File: config.mk
export PLATFORM = sky130hd
export DESIGN_NAME = block_field_ctrl_flat
export DESIGN_NICKNAME = d
export VERILOG_FILES = /design/src/rtl/block_field_ctrl_pkg.sv /design/src/rtl/block_field_ctrl_if.sv /design/src/rtl/block_field_ctrl_lfsr.sv /design/src/rtl/block_field_ctrl.sv /design/src/flat_wrapper.sv
export SDC_FILE = /design/constraint.sdc
export NUM_CORES = 1
export LEC_CHECK = 0
export CAP_MARGIN = 20
export CORE_ASPECT_RATIO = 1.75
export CORE_UTILIZATION = 39
export CTS_CLUSTER_DIAMETER = 60
export DETAILED_ROUTE_END_ITERATION = 10
export SYNTH_ARGS = -nofsm -noshare
export SYNTH_HDL_FRONTEND = slang
export SYNTH_SLANG_ARGS = --single-unit
File: constraint.sdc
create_clock -name CLK_50M -period 16.93 [get_ports CLK_50M]
set_clock_uncertainty 0.1 [all_clocks]
set_input_delay 2.5395 -clock CLK_50M [delete_from_list [all_inputs] [get_ports CLK_50M]]
set_output_delay 2.5395 -clock CLK_50M [all_outputs]
set_load 0.01 [all_outputs]
File: src/rtl/block_field_ctrl_pkg.sv
// Shared game constants, state encoding and the step-period helper
// for the falling-block sequencer.
package block_field_ctrl_pkg;

  typedef enum logic [1:0] {
    STATE_START = 2'b00,
    STATE_PLAY  = 2'b01,
    STATE_OVER  = 2'b10
  } game_state_t;

  localparam int ROW_W = 3;
  localparam int ROWS  = 8;
  localparam int COLS  = 4;
  localparam int COL_W = ROW_W * ROWS;

  localparam logic [ROW_W-1:0] BLACK = 3'b000;
  localparam logic [ROW_W-1:0] BLUE  = 3'b001;
  localparam logic [ROW_W-1:0] GREEN = 3'b010;
  localparam logic [ROW_W-1:0] RED   = 3'b100;
  localparam logic [ROW_W-1:0] WHITE = 3'b111;

  // The decrement is clamped before subtracting so the period never wraps.
  function automatic logic [31:0] step_period(input logic [7:0]  score,
                                              input logic [31:0] step_cycles,
                                              input logic [31:0] speedup,
                                              input logic [31:0] min_step);
    logic [31:0] dec;
    dec = 32'(score[7:4]) * speedup;
    if (step_cycles <= min_step || dec >= step_cycles - min_step) begin
      return min_step;
    end
    return step_cycles - dec;
  endfunction

endpackage

File: src/rtl/block_field_ctrl_if.sv
// Player keys in, game state / score / field columns out.
interface block_field_ctrl_if;
  import block_field_ctrl_pkg::*;

  logic             key_start;
  logic [COLS-1:0]  key_hit;
  logic [1:0]       game_state;
  logic [7:0]       score;
  logic [COL_W-1:0] column_0;
  logic [COL_W-1:0] column_1;
  logic [COL_W-1:0] column_2;
  logic [COL_W-1:0] column_3;

  modport master (
    output key_start, key_hit,
    input  game_state, score, column_0, column_1, column_2, column_3
  );

  modport slave (
    input  key_start, key_hit,
    output game_state, score, column_0, column_1, column_2, column_3
  );

endinterface

File: src/rtl/block_field_ctrl_lfsr.sv
// 8-bit Fibonacci LFSR, x^8+x^6+x^5+x^4+1, shifting left; low OUT_W bits exposed.
module block_lfsr #(
  parameter logic [7:0] SEED  = 8'hA5,
  parameter int         OUT_W = 8
) (
  input  logic             clk,
  input  logic             srst,
  input  logic             en,
  output logic [OUT_W-1:0] q
);

  logic [7:0] lfsr_reg;
  logic       feedback;

  assign feedback = lfsr_reg[7] ^ lfsr_reg[5] ^ lfsr_reg[4] ^ lfsr_reg[3];

  always_ff @(posedge clk) begin
    if (srst) begin
      lfsr_reg <= SEED;
    end else if (en) begin
      lfsr_reg <= {lfsr_reg[6:0], feedback};
    end
  end

  assign q = lfsr_reg[OUT_W-1:0];

endmodule

File: src/rtl/block_field_ctrl.sv
// Game sequencer: owns the 4x8 block field, game state and score, scrolls
// blocks on each step tick and resolves per-column hits.
module block_field_ctrl
  import block_field_ctrl_pkg::*;
#(
  parameter int unsigned STEP_CYCLES = 25_000_000,
  parameter int unsigned SPEEDUP     = 500_000,
  parameter int unsigned MIN_STEP    = 5_000_000,
  parameter logic [7:0]  LFSR_SEED   = 8'hA5
) (
  input  logic                CLK_50M,
  input  logic                RST,
  block_field_ctrl_if.slave   bus
);

  game_state_t      state_reg, state_next;
  logic [7:0]       score_reg, score_next;
  logic [31:0]      cnt_reg, cnt_next;
  logic [COL_W-1:0] field_reg  [COLS];
  logic [COL_W-1:0] field_next [COLS];

  logic [COL_W-1:0] cleared [COLS];
  logic [COL_W-1:0] shifted [COLS];
  logic [COLS-1:0]  row7_full, row7_left, hit_ok, hit_miss;
  logic [ROW_W-1:0] spawn_colour;
  logic [4:0]       lfsr_q;
  logic             lfsr_en;
  logic [31:0]      period;
  logic             step_tick;
  logic [8:0]       score_sum;

  block_lfsr #(
    .SEED  (LFSR_SEED),
    .OUT_W (5)
  ) u_lfsr (
    .clk  (CLK_50M),
    .srst (RST),
    .en   (lfsr_en),
    .q    (lfsr_q)
  );

  assign period    = step_period(score_reg, 32'(STEP_CYCLES), 32'(SPEEDUP), 32'(MIN_STEP));
  assign step_tick = (state_reg == STATE_PLAY) && (cnt_reg >= period - 32'd1);

  assign spawn_colour = (lfsr_q[4:2] == BLACK) ? WHITE : lfsr_q[4:2];
  assign hit_ok       = bus.key_hit & row7_full;
  assign hit_miss     = bus.key_hit & ~row7_full;
  assign score_sum    = {1'b0, score_reg} + 9'($countones(hit_ok));

  // Hits are judged on the pre-step row 7; the shift then works on the cleared field.
  for (genvar gi = 0; gi < COLS; gi++) begin : g_col
    assign row7_full[gi] = |field_reg[gi][ROW_W-1:0];
    assign cleared[gi]   = hit_ok[gi] ? {field_reg[gi][COL_W-1:ROW_W], BLACK} : field_reg[gi];
    assign row7_left[gi] = |cleared[gi][ROW_W-1:0];
    assign shifted[gi]   = {(lfsr_q[1:0] == 2'(gi)) ? spawn_colour : BLACK,
                            cleared[gi][COL_W-1:ROW_W]};
  end

  always_comb begin
    state_next = state_reg;
    score_next = score_reg;
    cnt_next   = cnt_reg;
    lfsr_en    = 1'b0;
    for (int c = 0; c < COLS; c++) begin
      field_next[c] = field_reg[c];
    end

    case (state_reg)
      STATE_START: begin
        if (bus.key_start) begin
          state_next = STATE_PLAY;
          score_next = 8'd0;
          cnt_next   = 32'd0;
          for (int c = 0; c < COLS; c++) begin
            field_next[c] = '0;
          end
        end
      end
      STATE_PLAY: begin
        cnt_next = step_tick ? 32'd0 : cnt_reg + 32'd1;
        if (|hit_ok) begin
          score_next = score_sum[8] ? 8'hFF : score_sum[7:0];
        end
        for (int c = 0; c < COLS; c++) begin
          field_next[c] = cleared[c];
        end
        if (step_tick && !(|row7_left)) begin
          lfsr_en = 1'b1;
          for (int c = 0; c < COLS; c++) begin
            field_next[c] = shifted[c];
          end
        end
        if ((|hit_miss) || (step_tick && (|row7_left))) begin
          state_next = STATE_OVER;
        end
      end
      STATE_OVER: begin
        if (bus.key_start) begin
          state_next = STATE_START;
        end
      end
      default: state_next = STATE_START;
    endcase
  end

  always_ff @(posedge CLK_50M) begin
    if (RST) begin
      state_reg <= STATE_START;
      score_reg <= 8'd0;
      cnt_reg   <= 32'd0;
      for (int c = 0; c < COLS; c++) begin
        field_reg[c] <= '0;
      end
    end else begin
      state_reg <= state_next;
      score_reg <= score_next;
      cnt_reg   <= cnt_next;
      for (int c = 0; c < COLS; c++) begin
        field_reg[c] <= field_next[c];
      end
    end
  end

  assign bus.game_state = state_reg;
  assign bus.score      = score_reg;
  assign bus.column_0   = field_reg[0];
  assign bus.column_1   = field_reg[1];
  assign bus.column_2   = field_reg[2];
  assign bus.column_3   = field_reg[3];

endmodule
File: src/flat_wrapper.sv
// flat-port wrapper written by rule: the top's interface ports become plain ports
module block_field_ctrl_flat import block_field_ctrl_pkg::*;
#(
  parameter int unsigned STEP_CYCLES = 25_000_000,
  parameter int unsigned SPEEDUP     = 500_000,
  parameter int unsigned MIN_STEP    = 5_000_000,
  parameter logic [7:0]  LFSR_SEED   = 8'hA5
)
  (CLK_50M, RST, bus_key_start, bus_key_hit, bus_game_state, bus_score, bus_column_0, bus_column_1, bus_column_2, bus_column_3);
  block_field_ctrl_if bus_i ();
  input  logic CLK_50M;
  input  logic RST;
  input wire logic [$bits(bus_i.key_start)-1:0] bus_key_start;
  input wire logic [$bits(bus_i.key_hit)-1:0] bus_key_hit;
  output wire logic [$bits(bus_i.game_state)-1:0] bus_game_state;
  output wire logic [$bits(bus_i.score)-1:0] bus_score;
  output wire logic [$bits(bus_i.column_0)-1:0] bus_column_0;
  output wire logic [$bits(bus_i.column_1)-1:0] bus_column_1;
  output wire logic [$bits(bus_i.column_2)-1:0] bus_column_2;
  output wire logic [$bits(bus_i.column_3)-1:0] bus_column_3;
  assign bus_i.key_start = bus_key_start;
  assign bus_i.key_hit = bus_key_hit;
  assign bus_game_state = bus_i.game_state;
  assign bus_score = bus_i.score;
  assign bus_column_0 = bus_i.column_0;
  assign bus_column_1 = bus_i.column_1;
  assign bus_column_2 = bus_i.column_2;
  assign bus_column_3 = bus_i.column_3;
  block_field_ctrl #(.STEP_CYCLES(STEP_CYCLES), .SPEEDUP(SPEEDUP), .MIN_STEP(MIN_STEP), .LFSR_SEED(LFSR_SEED)) u_core (.CLK_50M(CLK_50M), .RST(RST), .bus(bus_i));
endmodule
=== Word-level counts from Yosys, hierarchy flattened ===
Memory sizes are Yosys's and may differ from the RTL's.
Cells that the tools add are included.

* Memories: 1
* Bits in read-only memories: 0
* Memory bits (writable): 96
* Bits in latches: 0
* Register bits after elaboration: 50
* Word-level logic and storage cells: 84
* Bits of input ports: 7
* Output and inout bits: 106

{| class="wikitable"
|+ Memories
! name !! words !! bits a word !! read ports !! clocked after Yosys merged registers in !! wr ports !! line !! source
|-
| u_core.field_reg || 4 || 24 || 4 || 0 || 4 || block_field_ctrl.sv:19 || <nowiki>logic [COL_W-1:0] field_reg [COLS];</nowiki>
|}

* $mul: 1
* Bitwise gates (word level): 10
* Reduce and logical (&&, ||, !) cells: 19
* Div/mod/pow operators: 0
* Equal/unequal tests: 9
* $lt $le $gt $ge: 1
* Add/sub/neg operators: 7
* Mux-type cells: 32
* Shift operators: 0

{| class="wikitable"
|+ Operator list
! cell !! number
|-
| $mux 96 || 2
|-
| $pmux 96 s2 || 1
|-
| $mux 24 || 4
|-
| $mux 32 || 2
|-
| $pmux 32 s2 || 1
|-
| $add 32x1->32 const B || 1
|-
| $ge 32x32->1 || 1
|-
| $sub 32x1->32 const B || 1
|-
| $mux 3 || 9
|-
| $sub 25x23->26 const A || 1
|-
| $mux 8 || 3
|-
| $mul 4x14->18 const B || 1
|-
| $pmux 8 s2 || 1
|-
| $reduce_or 12->1 || 1
|-
| $reduce_or 3->1 || 4
|-
| $add 8x9->9 || 1
|-
| $add 9x9->9 || 1
|-
| $and 4x4->4 || 2
|-
| $ne 2x2->1 const B || 4
|-
| $reduce_or 4->1 || 2
|-
| $eq 2x2->1 const B || 3
|-
| $mux 2 || 3
|-
| $pmux 2 s3 || 1
|-
| $reduce_and 3->1 || 2
|-
| other kinds (13) || 27
|}

=== Depth between registers and ports, before layout ===
An unclocked memory read counts as a cell.

* Depth after elaboration: 10
* Depth in mapped cells: 23
* Gate-level depth less buffers: 20

=== By module ===
From an unflattened synthesis, not the netlist that was laid out.

* Cell total of the unflattened synthesis: 1026
* Area, all modules: 8674.6 um^2

{| class="wikitable"
|+ Modules (own cells, without submodules)
! module !! cells each !! instances !! area an instance (um^2) !! sequential area each (um^2)
|-
| block_field_ctrl || 992 || 1 || 8334.2 || 2762.6
|-
| block_lfsr || 34 || 1 || 340.3 || 160.2
|}

=== Least setup slack after synthesis ===
OpenSTA, ideal clock, no wires.

* Path type: reg-to-reg
* Start: register u_core.score_reg[5], in the netlist u_core.bus.score[5]
* End: memory u_core.field_reg[1][23] (netlist name)
* Cell stages (with the launch flop): 20
* Path buffers: 2
* Period minus slack after synthesis: 5.464 ns
* Setup slack: 11.466 ns
* Library setup time: 0.123 ns
* Arrival: 5.241 ns
* Required time: 16.707 ns
* Cells stage by stage: dfxtp_1 inv_1 ha_1 fa_1 inv_1 fa_1 xnor2_1 nand2_1 nor4_2 and3_1 a41oi_1 ha_1 nand4_1 or4_4 a31oi_4 o211ai_2 buf_2 buf_2 nand3_1 o21ai_0

{| class="wikitable"
|+ RTL lines
! item !! line !! source
|-
| start, declared || block_field_ctrl.sv:17 || <nowiki>logic [7:0] score_reg, score_next;</nowiki>
|-
| start signal, assigned || block_field_ctrl.sv:116 || <nowiki>score_reg <= score_next;</nowiki>
|-
| end, declared || block_field_ctrl.sv:19 ||
|}

==> summary.md <==
| Metric | Value |
|---|---|
| CTS Root Cell | clkbuf_16 |
| Total I/O pin count | around 110 |
| Clock slew at reported path FFs | ~60 ps |
| RSZ-0062 raised after global routing | false |
| First-pass detailed-route iteration total | 5 |
| Initial Util | 0.398 |
| Number of global-route vias before repair | around 7400 |
| Setup WS pre-CTS | roughly 10000 ps |
| Synthesis Warnings | 0 |
| CP Data Required Time | roughly 17000 ps |
| Tot Pwr | roughly 730 uW |
| Share of cells above drive strength 1 | 0.0529 |
| Port bufs | between 100 and 150 |
| Critical Path Start Type | register |
| Num Clock Sinks | 146 |
| Post_cts resized | 0 |
| Ys flop type | dfxtp_1 |
| Worst Slack Setup Final | ~10000 ps |
| Syn Inst Count | roughly 1000 |
| Dpl hpwl | around 17000 um |
| Power Density | 74.1 nW/um^2 |
| Post-route DRC | 0 |
| Final #Nets | roughly 1200 |
| WP data arrival | approximately 7100 ps |
| Antenna cells | 0 |
| Routed len/inst | ~17 um |
| Die width | ~110 um |
| Final period util | 0.404 |
| Drt initial violations | ~330 |
| Via count | 7499 |
| Min cycle time layout | between 6000 and 7000 ps |
| Detail Route Antenna Nets | 0 |
| First-pass GRT wire length | 37200 um |
| Longest Clk Path Bufs | 2 |
| Site Rows | 69 |
| Worst hold path type | reg2reg |
| Gr ovfl total | 0 |
| Post-CTS Setup Bufs | 0 |
| H-tree levels | 4 |
| Final setup viols | 0 |
| Synthesis-to-finish area growth | 22.5% |
| WL final | between 20000 and 25000 um |
| Final Hold Fails | 0 |
| CP max FO | a little under 100 |
| TritonCTS clock tree | built |
| Core Region | between 20000 and 25000 um^2 |
| Die H | between 150 and 200 um |
| Largest net degree at the start of global routing | 100 |
| Peak supply drop | 0.0722 mV |
| Max Cap Viol | 0 |
| Post-DR vias/cell | between 5 and 6 |
| Initial antenna violation count | 0 |
| Leak | 0.00363 uW |
| Max-slew violation count | 0 |
| CTS Buf Count | 17 |
| Die area | 21300 um^2 |
| Yosys cell types | 68 |
| GPL Wtd Cong | roughly 0.85 |
| Setup slack, reg-to-reg | between 10000 and 15000 ps |
| Status | finished clean |
| Worst slew pin tran | between 1000 and 1500 ps |
| GR Util All Layers | 0.218 |
| Setup TNS | 0 ps |
| Clk_lat worst skew | ~420 ps |
| Post-synth EDFFs | 0 |
| Fmax achieved | approximately 0.15 GHz |
| CTS Hold Bufs | 0 |
| #FFs+latches synth | roughly 150 |
| Mapped Avg Cell Area | roughly 7.9 um^2 |
| Final Util | 0.488 |
| Sequential share of the synthesized area | 0.362 |
| Headroom to the max-slew limit | 0.315 |
| CP Capture Type | register |
| Area of the mapped netlist | just over 8000 um^2 |
| Path type of the worst setup path | reg2reg |
| Ys async rst share | 0 |
| Flip-flop count of the largest register after layout | 96 |
[synth_stat cells (all sizes together), types with 5 or more instances]
cell / n / area share
o21ai: 45 / 0.028
clkbuf: 37 / 0.017
a22o: 12 / 0.013
xnor2: 28 / 0.030
nand2b: 13 / 0.010
ha: 55 / 0.085
nand4: 9 / 0.0070
and3: 15 / 0.012
nor2b: 9 / 0.0070
nor2: 51 / 0.024
a31oi: 11 / 0.010
nor3: 27 / 0.019
nor4: 6 / 0.0073
a21oi: 124 / 0.077
xor2: 13 / 0.014
inv: 36 / 0.017
and2: 6 / 0.0046
or2: 5 / 0.0039
nand2: 149 / 0.069
fa: 8 / 0.020
nand3: 119 / 0.074
a21o: 9 / 0.0084
dfxtp: 146 / 0.36
buf: 23 / 0.015
o22ai: 7 / 0.0054
[cell type report]
class / count / area, um^2
fillers: 2006 / 10400
multi-input cells: 783 / 4800
flip-flops and latches: 146 / 2920
repair buffers: 118 / 1160
clock buffers: 22 / 484
well taps: 248 / 310
inverters: 36 / 135
clock inverters: 10 / 82.6
[layer usage]
| layer | wire [um] | GRT usage |
|---|---|---|
| met1 | 8490 | 0.219 |
| met2 | 13100 | 0.429 |
| met3 | 916 | 0.0408 |
| met4 | 590 | 0.0995 |
| met5 | 0 | 0 |
[power breakdown]
group | switching, uW | internal, uW | leakage (uW) | total (uW)
logic | 21.1 | 6.90 | 0.00218 | 28.0
clock network | 145 | 216 | 0.000277 | 361
registers | 0.871 | 344 | 0.00118 | 345
total | 167 | 567 | 0.00363 | 734
[worst max-delay path, cell delays in order, from the launching register on]
cell and delay (ps):
dfxtp_1 660, inv_1 240, ha_1 400, fa_1 560, inv_1 70, fa_1 450
xnor2_1 520, nand2_1 130, nor4_2 380, and3_1 250, a41oi_1 140, ha_1 330
nand4_1 130, nor3_1 60, a221oi_1 290, o21ai_2 230, o211ai_4 210, buf_4 740
nor2_1 410, a22o_1 330
[per-stage QoR]
stage	hold slack (ps)	std cells	area [um^2]
2_1_floorplan	332	1025	8110
3_3_place_gp	347	1331	9340
3_5_place_dp	351	1331	9340
4_1_cts	358	1363	9900
5_1_grt	386	1363	9900
6_report	360	1363	9900
[cells in the final DEF, fill, tap and decap left out, types with 8 or more instances in the layout]
cell             instances
nand2_1                148
dfxtp_1                146
a21oi_1                124
nand3_1                119
clkdlybuf4s50_1        111
ha_1                    55
nor2_1                  51
o21ai_0                 39
inv_1                   36
xnor2_1                 28
nor3_1                  24
clkbuf_16               17
and3_1                  14
xor2_1                  13
nand2b_1                13
a22o_1                  12
a31oi_1                 10
nor2b_1                  9
a21o_1                   9
nand4_1                  9
fa_1                     8
[kinds of logic after synthesis]
family / after synthesis / share of synthesized area
simple gates: 428 / 0.256
compound gates: 242 / 0.180
fa+ha+maj: 63 / 0.105
flops: 146 / 0.362
xor+xnor: 41 / 0.0444
other cells: 1 / 0.000464
buf+inv: 96 / 0.0492
mux: 2 / 0.00248
[worst paths after layout]
path                                          start                                      to  depth (start not counted)
min          u_core.u_lfsr.lfsr_reg[6]$_SDFFE_PP0P_  u_core.u_lfsr.lfsr_reg[6]$_SDFFE_PP0P_                          2
max                u_core.bus.score[5]$_SDFFE_PP0P_     u_core.field_reg[0][2]$_SDFFE_PP0P_                         19
max reg2reg        u_core.bus.score[5]$_SDFFE_PP0P_     u_core.field_reg[0][2]$_SDFFE_PP0P_                         19
min reg2reg  u_core.u_lfsr.lfsr_reg[6]$_SDFFE_PP0P_  u_core.u_lfsr.lfsr_reg[6]$_SDFFE_PP0P_                          2
No activity file was read; power rests on OpenSTA's default activity.
